### src/rtl/turfio_cout_multi_pkg.sv
// -----------------------------------------------------------------------------
// turfio_pkg
// Shared definitions for the multi-channel TURFIO COUT serializer.
//   TRAIN_VALUE_DEFAULT : training word sent on a lane while its train select
//                         is high
//   laneSrc_e           : which source a lane loads at a frame boundary
//   frameLen()          : frame length in clocks (WORD_BITS/BITS_PER_CLK). It
//                         returns 0 when that length is not a power of two of
//                         at least 4, so the top level can refuse to elaborate.
// -----------------------------------------------------------------------------
package turfio_pkg;

  localparam logic [31:0] TRAIN_VALUE_DEFAULT = 32'hA55A6996;

  typedef enum logic [1:0] {
    SRC_IDLE  = 2'd0,
    SRC_HELD  = 2'd1,
    SRC_TRAIN = 2'd2
  } laneSrc_e;

  // A frame length of 0 marks an unusable WORD_BITS/BITS_PER_CLK pair.
  function automatic int frameLen(input int wordBits, input int bitsPerClk);
    int len;
    if (bitsPerClk <= 0) return 0;
    if ((wordBits % bitsPerClk) != 0) return 0;
    len = wordBits / bitsPerClk;
    if (len < 4) return 0;
    if ((len & (len - 1)) != 0) return 0;
    return len;
  endfunction

endpackage

### src/rtl/turfio_cout_lane.sv
// -----------------------------------------------------------------------------
// turfio_cout_lane
// One COUT channel: a shift register that is either reloaded at the frame
// boundary or shifted right by BITS_PER_CLK, plus the registered, optionally
// inverted output lane.
//   if_clk_x2_i   : serial-side clock
//   if_rst_n_i    : asynchronous active-low reset
//   load_i        : reload the shift register at this edge
//   train_i       : load TRAIN_VALUE instead of command data
//   held_valid_i  : the shared holding register has a command
//   held_word_i   : this channel's word from the holding register
//   dout_o        : BITS_PER_CLK-bit lane, bit 0 first in time
// -----------------------------------------------------------------------------
module turfio_cout_lane
  import turfio_pkg::*;
#(
  parameter int                   WORD_BITS    = 32,
  parameter int                   BITS_PER_CLK = 2,
  parameter logic [WORD_BITS-1:0] TRAIN_VALUE  = WORD_BITS'(TRAIN_VALUE_DEFAULT),
  parameter logic                 INVERT       = 1'b0
) (
  input  logic                    if_clk_x2_i,
  input  logic                    if_rst_n_i,
  input  logic                    load_i,
  input  logic                    train_i,
  input  logic                    held_valid_i,
  input  logic [WORD_BITS-1:0]    held_word_i,
  output logic [BITS_PER_CLK-1:0] dout_o
);

  laneSrc_e                 laneSrc;
  logic [WORD_BITS-1:0]     shift_q;
  logic [WORD_BITS-1:0]     shift_d;
  logic [BITS_PER_CLK-1:0]  dout_q;

  // Pick the load source: training overrides held data, and an empty holding
  // register falls back to the all-zero idle word.
  always_comb begin
    laneSrc = SRC_IDLE;
    if (train_i) begin
      laneSrc = SRC_TRAIN;
    end else if (held_valid_i) begin
      laneSrc = SRC_HELD;
    end
  end

  // Shift right with zero fill, or reload at the frame boundary.
  always_comb begin
    shift_d = shift_q >> BITS_PER_CLK;
    if (load_i) begin
      case (laneSrc)
        SRC_TRAIN: shift_d = TRAIN_VALUE;
        SRC_HELD:  shift_d = held_word_i;
        default:   shift_d = '0;
      endcase
    end
  end

  // The output register takes the low slice of the next shift value, so the
  // first slice of a freshly loaded word is on dout_o in the cycle right after
  // the load. An all-zero shift register shows the inversion level.
  always_ff @(posedge if_clk_x2_i or negedge if_rst_n_i) begin
    if (!if_rst_n_i) begin
      shift_q <= '0;
      dout_q  <= {BITS_PER_CLK{INVERT}};
    end else begin
      shift_q <= shift_d;
      dout_q  <= shift_d[BITS_PER_CLK-1:0] ^ {BITS_PER_CLK{INVERT}};
    end
  end

  assign dout_o = dout_q;

endmodule

### src/rtl/turfio_cout_multi.sv
// -----------------------------------------------------------------------------
// turfio_cout_multi
// Multi-channel TURFIO COUT serializer. Splits NUM_CH command words into
// BITS_PER_CLK-bit lanes per clock, framed by the external phase strobe, for
// external ODDR/OBUFDS primitives.
//   if_clk_x2_i        : serial-side clock
//   if_rst_n_i         : asynchronous active-low reset
//   if_clk_x2_phase_i  : one-cycle strobe marking frame clock 0
//   cmd_i              : command words, channel c at [c*WORD_BITS +: WORD_BITS]
//   cmd_valid_i        : command valid
//   cmd_ready_o        : holding register empty
//   train_i            : per-channel train select
//   sync_ok_o          : phase counter has locked to the strobe
//   phase_err_o        : sticky misaligned-strobe flag
//   phase_err_clr_i    : clears phase_err_o
//   dout_o             : per-channel lanes, bit 0 first in time (ODDR D1)
//   frame_start_o      : dout_o carries the first slice of a new word
// -----------------------------------------------------------------------------
module turfio_cout_multi
  import turfio_pkg::*;
#(
  parameter int                   NUM_CH       = 4,
  parameter int                   WORD_BITS    = 32,
  parameter int                   BITS_PER_CLK = 2,
  parameter logic [WORD_BITS-1:0] TRAIN_VALUE  = WORD_BITS'(TRAIN_VALUE_DEFAULT),
  parameter logic [NUM_CH-1:0]    INV_MASK     = {NUM_CH{1'b0}}
) (
  input  logic                           if_clk_x2_i,
  input  logic                           if_rst_n_i,
  input  logic                           if_clk_x2_phase_i,
  input  logic [NUM_CH*WORD_BITS-1:0]    cmd_i,
  input  logic                           cmd_valid_i,
  output logic                           cmd_ready_o,
  input  logic [NUM_CH-1:0]              train_i,
  output logic                           sync_ok_o,
  output logic                           phase_err_o,
  input  logic                           phase_err_clr_i,
  output logic [NUM_CH*BITS_PER_CLK-1:0] dout_o,
  output logic                           frame_start_o
);

  localparam int L  = frameLen(WORD_BITS, BITS_PER_CLK);
  localparam int CW = $clog2((L >= 4) ? L : 4);

  // The strobe is seen one cycle late through phaseBuf_q, and the counter it
  // forces takes effect one more cycle later, hence the reload value of 2.
  localparam logic [CW-1:0] CNT_RESYNC  = CW'(2);
  localparam logic [CW-1:0] CNT_ALIGNED = CW'(1);
  localparam logic [CW-1:0] CNT_CAPTURE = CW'(L - 3);

  if (L == 0) begin : gen_bad_frame_len
    $error("turfio_cout_multi: WORD_BITS/BITS_PER_CLK must be a power of two of at least 4");
  end

  logic                        phaseBuf_q;
  logic [CW-1:0]               counter_q;
  logic [CW-1:0]               counter_d;
  logic                        syncOk_q;
  logic                        phaseErr_q;
  logic                        phaseErr_d;
  logic                        doCapture_q;
  logic                        holdFull_q;
  logic                        holdFull_d;
  logic [NUM_CH*WORD_BITS-1:0] heldCmd_q;
  logic                        frameStart_q;
  logic                        loadEn;
  logic                        accept;

  assign loadEn = doCapture_q & syncOk_q;
  assign accept = cmd_valid_i & ~holdFull_q;

  // Counter resyncs on every buffered strobe and free-runs modulo L otherwise.
  always_comb begin
    counter_d = counter_q + CW'(1);
    if (phaseBuf_q) begin
      counter_d = CNT_RESYNC;
    end
  end

  // A strobe that lands anywhere but the aligned slot after lock raises the
  // error; raising wins over a simultaneous clear.
  always_comb begin
    phaseErr_d = phaseErr_q;
    if (phaseBuf_q && syncOk_q && (counter_q != CNT_ALIGNED)) begin
      phaseErr_d = 1'b1;
    end else if (phase_err_clr_i) begin
      phaseErr_d = 1'b0;
    end
  end

  // A load always empties the holding register, whether or not any lane used
  // it. Accept only happens while empty, so the two never collide.
  always_comb begin
    holdFull_d = holdFull_q;
    if (loadEn && holdFull_q) begin
      holdFull_d = 1'b0;
    end else if (accept) begin
      holdFull_d = 1'b1;
    end
  end

  // Phase tracking, lock, error and capture-timing state.
  always_ff @(posedge if_clk_x2_i or negedge if_rst_n_i) begin
    if (!if_rst_n_i) begin
      phaseBuf_q   <= 1'b0;
      counter_q    <= '0;
      syncOk_q     <= 1'b0;
      phaseErr_q   <= 1'b0;
      doCapture_q  <= 1'b0;
      frameStart_q <= 1'b0;
    end else begin
      phaseBuf_q   <= if_clk_x2_phase_i;
      counter_q    <= counter_d;
      syncOk_q     <= syncOk_q | phaseBuf_q;
      phaseErr_q   <= phaseErr_d;
      doCapture_q  <= (counter_q == CNT_CAPTURE);
      frameStart_q <= loadEn;
    end
  end

  // One-entry command holding register; cmd_i is only sampled at accept.
  always_ff @(posedge if_clk_x2_i or negedge if_rst_n_i) begin
    if (!if_rst_n_i) begin
      holdFull_q <= 1'b0;
      heldCmd_q  <= '0;
    end else begin
      holdFull_q <= holdFull_d;
      if (accept) begin
        heldCmd_q <= cmd_i;
      end
    end
  end

  for (genvar c = 0; c < NUM_CH; c++) begin : gen_lane
    turfio_cout_lane #(
      .WORD_BITS    (WORD_BITS),
      .BITS_PER_CLK (BITS_PER_CLK),
      .TRAIN_VALUE  (TRAIN_VALUE),
      .INVERT       (INV_MASK[c])
    ) u_lane (
      .if_clk_x2_i  (if_clk_x2_i),
      .if_rst_n_i   (if_rst_n_i),
      .load_i       (loadEn),
      .train_i      (train_i[c]),
      .held_valid_i (holdFull_q),
      .held_word_i  (heldCmd_q[c*WORD_BITS +: WORD_BITS]),
      .dout_o       (dout_o[c*BITS_PER_CLK +: BITS_PER_CLK])
    );
  end

  assign cmd_ready_o   = ~holdFull_q;
  assign sync_ok_o     = syncOk_q;
  assign phase_err_o   = phaseErr_q;
  assign frame_start_o = frameStart_q;

endmodule

### config.mk
export PLATFORM = sky130hd
export DESIGN_NAME = turfio_cout_multi
export DESIGN_NICKNAME = d
export VERILOG_FILES = /design/src/rtl/turfio_cout_multi_pkg.sv /design/src/rtl/turfio_cout_lane.sv /design/src/rtl/turfio_cout_multi.sv
export SDC_FILE = /design/constraint.sdc
export NUM_CORES = 1
export LEC_CHECK = 0
export ABC_AREA = 0
export CORE_MARGIN = 4
export CORE_UTILIZATION = 44
export DETAILED_ROUTE_END_ITERATION = 16
export GPL_TIMING_DRIVEN = 0
export PLACE_DENSITY = 0.69
export SETUP_SLACK_MARGIN = 0.15
export SKIP_CTS_REPAIR_TIMING = 1
export SLEW_MARGIN = 20
export SYNTH_ARGS = -nofsm -noshare
export SYNTH_HDL_FRONTEND = slang
export SYNTH_SLANG_ARGS = --single-unit
### constraint.sdc
create_clock -name if_clk_x2_i -period 2.5 [get_ports if_clk_x2_i]
set_input_delay 0.5 -clock if_clk_x2_i [delete_from_list [all_inputs] [get_ports if_clk_x2_i]]
set_output_delay 0.5 -clock if_clk_x2_i [all_outputs]
set_load 0.02 [all_outputs]
== Word-level counts from Yosys, hierarchy flattened ==
Cells that the tools add are included.

* Bits in registers: 274
* Latch bits: 0
* Memory bits (writable): 0
* ROM bits: 0
* Input port bits: 137
* Output and inout bits: 12
* Logic and storage cells: 54
* Memories kept: 0

* $add $sub $neg: 1
* $mul: 0
* Div/mod/pow operators: 0
* Magnitude comparators: 0
* Eq/ne operators: 10
* Shifts and indexed selects: 0
* Mux-type cells: 18
* Bitwise operators: 4
* Reduce and logical (&&, ||, !) cells: 5

{| class="wikitable"
|+ Operators with widths
! cell !! count
|-
| $pmux W32 S2 || 4
|-
| $mux W32 || 4
|-
| $eq A2 B1 Y1 const B || 4
|-
| $eq A2 B2 Y1 const B || 4
|-
| $mux W2 || 4
|-
| $mux W1 || 5
|-
| $add A4 B1 Y4 const B || 1
|-
| $eq A4 B4 Y1 const B || 1
|-
| $mux W4 || 1
|-
| $ne A4 B1 Y1 const B || 1
|-
| $reduce_bool A2 Y1 || 2
|-
| $logic_and A1 B1 Y1 || 3
|-
| $and A1 B1 Y1 || 2
|-
| $not A1 Y1 || 1
|-
| $or A1 B1 Y1 || 1
|}

== Depth between registers and ports, before layout ==
Gate-level depths: netlist (run 1).

* Depth in word-level cells: 5
* Depth in mapped cells: 5
* Gate-level depth less buffers: 4

== Cells and area by module ==
From an unflattened synthesis (run 1), not the netlist that was laid out.

* Cell total of the unflattened synthesis: 861
* Area, all modules: 11252.0 um^2

{| class="wikitable"
|+ Modules (own cells, without submodules)
! module !! times used !! cells an instance !! area an instance (um^2) !! sequential area each (um^2)
|-
| turfio_cout_multi || 1 || 301 || 5666.7 || 3453.3
|-
| turfio_cout_lane || 4 || 140 || 1396.3 || 800.8
|}

== Worst setup path before layout (run 1) ==
No wires, ideal clock.

* Path type: register to output
* Start point: reg holdFull_q
* End point: out cmd_ready_o
* Arrival time: 0.945 ns
* Required time: 2.000 ns
* Slack: 1.055 ns
* Cell stages (with the launch flop): 5
* Buffers on the path: 3
* Cell sequence: dfrtp_1 > buf_6 > buf_2 > buf_2 > inv_1

* Word-level cells in the longest chain between the ends: 1

{| class="wikitable"
|+ RTL lines
! what !! line !! source
|-
| start, declared || turfio_cout_multi.sv:62 || <nowiki>logic holdFull_q;</nowiki>
|-
| start signal, assigned || turfio_cout_multi.sv:127 || <nowiki>holdFull_q <= holdFull_d;</nowiki>
|-
| $not A1 Y1 || turfio_cout_multi.sv:151 || <nowiki>assign cmd_ready_o = ~holdFull_q;</nowiki>
|-
| end, declared || turfio_cout_multi.sv:33 || <nowiki>output logic cmd_ready_o,</nowiki>
|}

No other way between the ends.

== Worst setup path in the final report (run 1) ==
Same ends and word-level chain as after synthesis.

==> results.sh, run 1 <==
export IMPL_layout_nets=1063
export IMPL_place_detailed_hpwl_um=15500
export IMPL_ys_warnings_count=0
export IMPL_vias=6569
export IMPL_antenna_left=0
export IMPL_clkLatencyLatePin_ps=520
export IMPL_global_placement_routability_congestion=0.758
export IMPL_status="finished clean"
export IMPL_syn_num_nets=884
export IMPL_place_port_buffers=144
export IMPL_min_period_over_period_pct=90.2
export IMPL_setup_worst_path_class="reg2out"
export IMPL_h_tree_level_count=1
export IMPL_grt_overflow_total=0
export IMPL_globalRouteTotalUtil_pct=17.7
export IMPL_crit_path_end_kind="output pin"
export IMPL_drt_pass1_iter_count=4
export IMPL_initial_antenna_violation_count=1
export IMPL_die_height_um=164
export IMPL_grt_first_pass_wirelength_um=37700
export IMPL_synth_yosys_seq_area_share_pct=62.0
export IMPL_crit_required_ps=2000
export IMPL_relSlewSlack_pct=64.6
export IMPL_numCtsBuffers=29
export IMPL_rsz0062_at_grt="true"
export IMPL_finalSetupViolations=0
export IMPL_hold_viol=0
export IMPL_synth_cells=745
export IMPL_worst_ep_arrival_time_ps=1750
export IMPL_ys_ff_latch=266
export IMPL_top_usage_layer="met2"
export IMPL_final_clock_skew_ps=7.57
export IMPL_tritoncts_clock_tree="built"
export IMPL_placed_cell_area_um2=12700
export IMPL_groute_layer_met2_usage_pct=27.1
export IMPL_final_common_cell="sky130_fd_sc_hd__dfrtp_1"
export IMPL_cts_root_buf="sky130_fd_sc_hd__clkbuf_16"
export IMPL_floorplan_die_area_um2=27000
export IMPL_timing_rr_start="sync_ok_o"
export IMPL_cts_sinks=266
export IMPL_worstHoldStart="train_i[1]"
export IMPL_post_route_cells_drive_above_1_share_pct=24.9
export IMPL_fin_crit_ps=2250
export IMPL_maximum_ir_drop_on_the_vdd_rail_mv=0.574
export IMPL_design_portCount=149
export IMPL_synth_area_per_cell_um2=14.4
export IMPL_leakagePower_uw=0.00626
export IMPL_area_growth_syn_to_layout_pct=26.8
export IMPL_clockBufferDepth=3
export IMPL_worstMarginPinSlew_ps=531
export IMPL_first_iter_violations=323
export IMPL_rows=56
export IMPL_worst_slack_ps=245
export IMPL_critPathMaxFanout=10
export IMPL_global_route_usage_met1_pct=25.9
export IMPL_final_cell_area_um2=13600
export IMPL_slew_viol_final=0
export IMPL_worst_hold_path_type="in2reg"
export IMPL_routed_via_density=5.20
export IMPL_fillers=1894
export IMPL_cap_viol_max_count=0
export IMPL_initial_core_util_pct=45.2
export IMPL_critPathLaunchType="flip-flop"
export IMPL_power_density_nw_per_um2=920
export IMPL_totalWireLength_um=23900
export IMPL_remaining_drc_errors=0
export IMPL_crit_start="holdFull_q"
export IMPL_drt_wirelength_per_cell_um=18.9
export IMPL_commonest_non_fill_non_tap_cells_in_the_layout="sky130_fd_sc_hd__dfrtp_1, sky130_fd_sc_hd__a21oi_1, sky130_fd_sc_hd__clkdlybuf4s50_1"
export IMPL_preCtsSetupSlack_ps=163
export IMPL_core_um2=23800
export IMPL_die_width_um=164
export IMPL_grt_max_degree=101
export IMPL_gr_layer_usage_met3_pct=4.37
export IMPL_antennaDiodeCount=0
export IMPL_synthesis_area_um2=10700
export IMPL_clock_pin_transition_on_the_worst_setup_and_hold_timing_paths_ps=60
export IMPL_timing_fmax_ghz=0.444
export IMPL_vias_in_the_first_global_route=6832
export IMPL_yosys_cell_types_count=29
per-layer routing:
metal | wire length [um] | vias up
li1 | - | 3015
met1 | 11100 | 3343
met2 | 10700 | 169
met3 | 1590 | 40
met4 | 479 | 2
met5 | 8 | -
flip-flops by register name (all words and copies together) (netlist names):
signal / count
gen_lane.u_lane.shift_q: 128
doCapture_q: 1
counter_q: 4
heldCmd_q: 128
phaseBuf_q: 1
sync_ok_o: 1
holdFull_q: 1
frame_start_o: 1
phase_err_o: 1
critical path: stages (launching register included):
cell                             delay [ps]
sky130_fd_sc_hd__dfrtp_1                370
sky130_fd_sc_hd__buf_6                  150
sky130_fd_sc_hd__clkbuf_4               220
sky130_fd_sc_hd__buf_6                  180
sky130_fd_sc_hd__inv_1                   80
sky130_fd_sc_hd__dlymetal6s2s_1         220
logic make-up after synthesis:
group / synth area share (%)
and+or+nand+nor: 1.42
adders and majority gates: 0.233
AOI/OAI and AO/OA: 13.6
DFF: 62.0
xor gates and xnor gates: 0.0816
buffers and inverters: 5.61
muxes: 17.0
Yosys cell counts, drive strengths merged:
library cell	instances	area, um2
inv	3	11.3
ha	2	25.0
nand3	1	5.00
clkbuf	14	52.6
nand2b	1	6.26
buf	59	534
clkinv	1	3.75
nor2b	2	20.0
a21o	1	7.51
a21oi	184	921
dfrtp	266	6660
and2	4	25.0
nor2	7	26.3
xnor2	1	8.76
nand2	2	10.0
o22ai	1	6.26
or2	1	6.26
nor3b	1	7.51
mux2	129	1830
and4b	4	40.0
a22o	60	526
and3	1	6.26
metrics by stage:
| step | util [%] | setup TNS, ps | instances | power (uW) | hold slack, ps |
|---|---|---|---|---|---|
| 6_report | 57.3 | 0 | 1263 | 12500 | 360 |
| 5_1_grt | 57.3 | 0 | 1263 | 13200 | 331 |
| 4_1_cts | 57.2 | -406 | 1262 | 12700 | -220 |
| 3_5_place_dp | 53.3 | 0 | 1211 | 8450 | 341 |
| 3_3_place_gp | 52.9 | -2732440 | 1208 | 8370 | 450 |
| 2_1_floorplan | - | 0 | 745 | 7710 | 204 |
report_power, final:
| group | switching, uW | leakage (uW) | internal [uW] |
|---|---|---|---|
| sequential | 633 | 0.00342 | 5400 |
| combinational | 678 | 0.00238 | 1690 |
| clock | 1630 | 0.000462 | 2500 |
| total | 2940 | 0.00626 | 9590 |
area by class of cell:
type,instances,area (um2),share of cell area (%)
multi-input combinational,402,3470,25.5
buffer,73,596,4.37
timing repair buffer,148,1540,11.3
clock buffer,43,838,6.16
tap,319,399,2.93
inverter,4,15.0,0.110
sequential,266,6660,48.9
clock inverter,8,90.1,0.662
worst paths after layout:
kind | slack, ps | depth (start not counted) | to
setup / recovery | 250 | 5 | cmd_ready_o
hold / removal | 360 | 3 | gen_lane[1].u_lane.shift_q[7]
setup reg to reg | 670 | 5 | gen_lane[0].u_lane.shift_q[20]
hold reg to reg | 470 | 1 | gen_lane[1].u_lane.shift_q[6]
max in group asynchronous | 1090 | 4 | gen_lane[1].u_lane.shift_q[15]
min in group asynchronous | 390 | 2 | heldCmd_q[100]
Note: power is estimated with default switching activity, not from simulation.
==> run 2: changes to the inputs <==
Settings changed: PLACE_DENSITY 0.69 to 0.73.
==> results.sh, run 2 (synthesized netlist as in run 1, its figures left out) <==
export IMPL_setup_worst_path_class="reg2out"
export IMPL_placed_cell_area_um2=12600
export IMPL_tns_ps=0
export IMPL_totalWireLength_um=23800
export IMPL_global_placement_routability_congestion=0.771
export IMPL_post_route_cells_drive_above_1_share_pct=25.2
export IMPL_initial_antenna_violation_count=1
export IMPL_failed_checks="negative hold slack"
export IMPL_cts_root_buf="sky130_fd_sc_hd__clkbuf_16"
export IMPL_finalSetupViolations=0
export IMPL_antenna_left=0
export IMPL_place_detailed_hpwl_um=15900
export IMPL_core_um2=23800
export IMPL_commonest_non_fill_non_tap_cells_in_the_layout="sky130_fd_sc_hd__dfrtp_1, sky130_fd_sc_hd__a21oi_1, sky130_fd_sc_hd__clkdlybuf4s50_1"
export IMPL_count_of_non_filler_cells_in_the_finished_layout=1263
export IMPL_worstMarginPinSlew_ps=692
export IMPL_leakagePower_uw=0.00625
export IMPL_critPathMaxFanout=1
export IMPL_final_common_cell="sky130_fd_sc_hd__dfrtp_1"
export IMPL_fillers=1886
export IMPL_maximum_ir_drop_on_the_vdd_rail_mv=0.516
export IMPL_routed_via_density=5.19
export IMPL_die_width_um=164
export IMPL_hold_ws_ps=-14.6
export IMPL_min_period_over_period_pct=84.1
export IMPL_power_density_nw_per_um2=927
export IMPL_drt_wirelength_per_cell_um=18.9
export IMPL_initial_core_util_pct=45.2
export IMPL_drt_pass1_iter_count=4
export IMPL_relSlewSlack_pct=53.8
export IMPL_worst_hold_path_type="in2async"
export IMPL_crit_required_ps=2000
export IMPL_layout_nets=1060
export IMPL_fin_crit_ps=2100
export IMPL_slew_viol_final=0
export IMPL_h_tree_level_count=1
export IMPL_setup_reg_to_reg_worst_slack_ps=660
export IMPL_worst_ep_arrival_time_ps=1600
export IMPL_rows=56
export IMPL_place_port_buffers=144
export IMPL_hold_viol=14
export IMPL_first_iter_violations=412
export IMPL_reg2regPathDepth=5
export IMPL_cts_sinks=266
export IMPL_critPathSlowestCell="sky130_fd_sc_hd__clkdlybuf4s50_1"
export IMPL_design_portCount=149
export IMPL_numCtsBuffers=29
export IMPL_cap_viol_max_count=0
export IMPL_dpl_cell_count=1210
export IMPL_vias_in_the_first_global_route=6908
export IMPL_max_stage_delay_on_crit_path_ps=660
export IMPL_largestRegisters="gen_lane.u_lane.shift_q x128, heldCmd_q x128, counter_q x4"
export IMPL_rsz0062_at_grt="false"
export IMPL_remaining_drc_errors=0
export IMPL_die_height_um=164
export IMPL_vias=6553
export IMPL_critPathLaunchType="flip-flop"
export IMPL_critical_path_cell_chain="buf_4 > clkdlybuf4s50_1"
export IMPL_timing_fmax_ghz=0.476
export IMPL_floorplan_die_area_um2=27000
export IMPL_final_clock_skew_ps=6.81
export IMPL_globalRouteTotalUtil_pct=17.8
export IMPL_clkLatencyLatePin_ps=530
export IMPL_grt_first_pass_wirelength_um=38000
export IMPL_status="complete, but fails checks"
export IMPL_tritoncts_clock_tree="built"
export IMPL_area_growth_syn_to_layout_pct=26.8
export IMPL_grt_max_degree=93
export IMPL_final_cell_area_um2=13600
export IMPL_grt_overflow_total=0
export IMPL_clockBufferDepth=3
export IMPL_crit_path_end_kind="output pin"
export IMPL_clock_pin_transition_on_the_worst_setup_and_hold_timing_paths_ps=60
==> run 2: cell types whose count changed in the layout (fill, tap and decap cells not counted), sizes merged <==
cell         delta
diode           +1
clkinv          +1
buf             -1
clkbuf          -3
inv             +2
clkinvlp        +1
dlygate4sd3     -1
==> run 2: per-layer routing <==
metal / vias up / share of wire, % / track usage (%) / wire length [um]
li1: 3022 / - / - / -
met4: 2 / 1.7 / 3.55 / 403
met1: 3325 / 45 / 25.7 / 10800
met5: - / 0.046 / 0 / 11
met3: 34 / 6.4 / 4.27 / 1520
met2: 170 / 47 / 27.9 / 11100
==> run 2: final timing paths <==
| path | from | end |
|---|---|---|
| min in group if_clk_x2_i | train_i[1] | gen_lane[1].u_lane.shift_q[4] |
| worst min register to register | gen_lane[0].u_lane.shift_q[27] | gen_lane[0].u_lane.shift_q[25] |
| max in group asynchronous | if_rst_n_i | heldCmd_q[52] |
| worst max-delay path | gen_lane[0].u_lane.shift_q[0] | dout_o[0] |
| worst max register to register | sync_ok_o | gen_lane[0].u_lane.shift_q[20] |
| worst min-delay path | if_rst_n_i | heldCmd_q[102] |
==> run 2: metrics by stage <==
stage / power [uW] / worst slack, ps / util (%)
3_5_place_dp: 8460 / 178 / 53.2
6_report: 12600 / 397 / 57.3
5_1_grt: 13200 / 356 / 57.3
4_1_cts: 12800 / -400 / 57.2
3_3_place_gp: 8360 / -10150 / 52.9
2_1_floorplan: 7710 / 1050 / -
==> run 2: final cells by class <==
type | instances | area (um2) | share of cell area, %
Antenna cell | 1 | 2.50 | 0.0184
Buffer | 72 | 592 | 4.35
Clock buffer | 41 | 841 | 6.18
Clock inverter | 12 | 120 | 0.883
Inverter | 4 | 15.0 | 0.110
Multi-Input combinational cell | 402 | 3470 | 25.5
Sequential cell | 266 | 6660 | 48.9
Tap cell | 319 | 399 | 2.93
Timing Repair Buffer | 146 | 1510 | 11.1
==> run 2: report_power, final <==
group	internal (uW)	total [uW]	switching, uW
clock network	2540	4210	1670
logic	1680	2360	683
registers	5400	6040	647
==> run 2: critical path: cells and delay by family (launching register included) <==
kind,cells,cell delay [ps]
buffers and inverters,2,750
DFF,1,320
==> run 3: changes to the inputs <==
Clock period 2.5 ns to 2.1 ns, I/O delays scaled along.
==> results.sh, run 3 (synthesized netlist as in run 1, its figures left out) <==
export IMPL_design_portCount=149
export IMPL_remaining_drc_errors=0
export IMPL_die_width_um=164
export IMPL_crit_start="holdFull_q"
export IMPL_slew_viol_final=0
export IMPL_core_um2=23800
export IMPL_clock_pin_transition_on_the_worst_setup_and_hold_timing_paths_ps=60
export IMPL_drt_wirelength_per_cell_um=19.0
export IMPL_hold_viol=0
export IMPL_cts_root_buf="sky130_fd_sc_hd__clkbuf_16"
export IMPL_initial_core_util_pct=45.2
export IMPL_tritoncts_clock_tree="built"
export IMPL_rows=56
export IMPL_fin_crit_ps=1880
export IMPL_critical_path_cell_chain="buf_12 > buf_12 > inv_1 > buf_2"
export IMPL_critPathLaunchType="flip-flop"
export IMPL_layout_nets=1061
export IMPL_worstHoldStart="train_i[1]"
export IMPL_global_placement_routability_congestion=0.771
export IMPL_drt_pass1_iter_count=4
export IMPL_worst_ep_arrival_time_ps=1460
export IMPL_numCtsBuffers=29
export IMPL_status="finished clean"
export IMPL_setup_worst_path_class="reg2out"
export IMPL_rsz0062_at_grt="true"
export IMPL_preCtsSetupSlack_ps=-142
export IMPL_cap_viol_max_count=0
export IMPL_area_growth_syn_to_layout_pct=27.2
export IMPL_clkLatencyLatePin_ps=530
export IMPL_largestRegisters="gen_lane.u_lane.shift_q x128, heldCmd_q x128, counter_q x4"
export IMPL_seq_area_um2=6660
export IMPL_final_common_cell="sky130_fd_sc_hd__dfrtp_1"
export IMPL_antenna_left=0
export IMPL_fillers=1885
export IMPL_first_iter_violations=355
export IMPL_routed_via_density=5.18
export IMPL_timing_rr_start="sync_ok_o"
export IMPL_final_clock_skew_ps=7.14
export IMPL_finalSetupViolations=0
export IMPL_multi_input_area_um2=3470
export IMPL_relSlewSlack_pct=54.0
export IMPL_leakagePower_uw=0.00642
export IMPL_floorplan_die_area_um2=27000
export IMPL_cts_sinks=266
export IMPL_crit_required_ps=1680
export IMPL_clockBufferDepth=3
export IMPL_cp_common_cell="sky130_fd_sc_hd__buf_12"
export IMPL_die_height_um=164
export IMPL_grt_overflow_total=0
export IMPL_grt_first_pass_wirelength_um=38000
export IMPL_totalWireLength_um=24000
export IMPL_tns_ps=0
export IMPL_critPathSlowestCell="sky130_fd_sc_hd__dfrtp_1"
export IMPL_place_detailed_hpwl_um=15900
export IMPL_crit_path_end_kind="output pin"
export IMPL_grt_max_degree=93
export IMPL_max_stage_delay_on_crit_path_ps=390
export IMPL_globalRouteTotalUtil_pct=17.8
export IMPL_initial_antenna_violation_count=1
export IMPL_commonest_non_fill_non_tap_cells_in_the_layout="sky130_fd_sc_hd__dfrtp_1, sky130_fd_sc_hd__a21oi_1, sky130_fd_sc_hd__clkdlybuf4s50_1"
export IMPL_maximum_ir_drop_on_the_vdd_rail_mv=0.624
export IMPL_post_route_cells_drive_above_1_share_pct=25.3
export IMPL_vias=6545
export IMPL_worst_hold_path_type="in2reg"
export IMPL_critPathMaxFanout=17
export IMPL_power_density_nw_per_um2=1100
export IMPL_h_tree_level_count=1
export IMPL_timing_fmax_ghz=0.532
export IMPL_worstMarginPinSlew_ps=689
export IMPL_vias_in_the_first_global_route=6908
export IMPL_place_port_buffers=144
export IMPL_worst_slack_ps=222
export IMPL_min_period_over_period_pct=89.4
==> run 3: changes by cell type in the layout (fill, tap and decap cells not counted), sizes merged <==
cell,change
dlygate4sd3,+1
dlymetal6s2s,+9
clkdlybuf4s50,-10
buf,+1
==> run 3: per-layer routing <==
layer	vias to the layer above	track usage (%)	wire length, um
li1	3026	-	-
met1	3315	25.7	10800
met2	166	27.9	11200
met3	36	4.27	1540
met4	2	3.55	418
met5	-	0	11
==> run 3: final timing paths <==
path | depth (start not counted) | endpoint | slack, ps
min in group asynchronous | 2 | heldCmd_q[102] | 500
hold reg to reg | 1 | gen_lane[0].u_lane.shift_q[25] | 470
setup / recovery | 4 | cmd_ready_o | 220
setup reg to reg | 5 | gen_lane[0].u_lane.shift_q[20] | 250
max in group asynchronous | 3 | heldCmd_q[51] | 730
hold / removal | 3 | gen_lane[1].u_lane.shift_q[4] | 270
==> run 3: critical path, delay by kind of cell (launching register included) <==
| family | cells | cell delay (ps) |
|---|---|---|
| buffers and inverters | 4 | 520 |
| DFF | 1 | 390 |
==> run 3: cell type report <==
cell class / instances / area share [%]
antenna: 1 / 0.0183
buffer: 72 / 4.44
clock buffer: 41 / 6.16
clock inverter: 12 / 0.880
inverter: 4 / 0.110
multi-input combinational: 402 / 25.5
sequential: 266 / 48.8
tap: 319 / 2.92
timing repair buffer: 147 / 11.2
==> run 3: report_power, final <==
part           internal (uW)  switching [uW]
clock                   3030            1990
combinational           2010             816
sequential              6420             774
total                  11500            3580
==> run 3: per-stage QoR <==
stage / total power (uW) / utilization, % / std cells / hold WS (ps) / instance area [um2]
after floorplan: 9180 / - / 745 / 124 / 10700
after global placement: 9960 / 52.9 / 1208 / 451 / 12600
after detailed placement: 10100 / 53.2 / 1210 / 457 / 12600
after CTS: 15200 / 57.2 / 1263 / -88.8 / 13600
after global routing: 15800 / 57.4 / 1263 / 273 / 13600
final: 15000 / 57.5 / 1264 / 272 / 13600
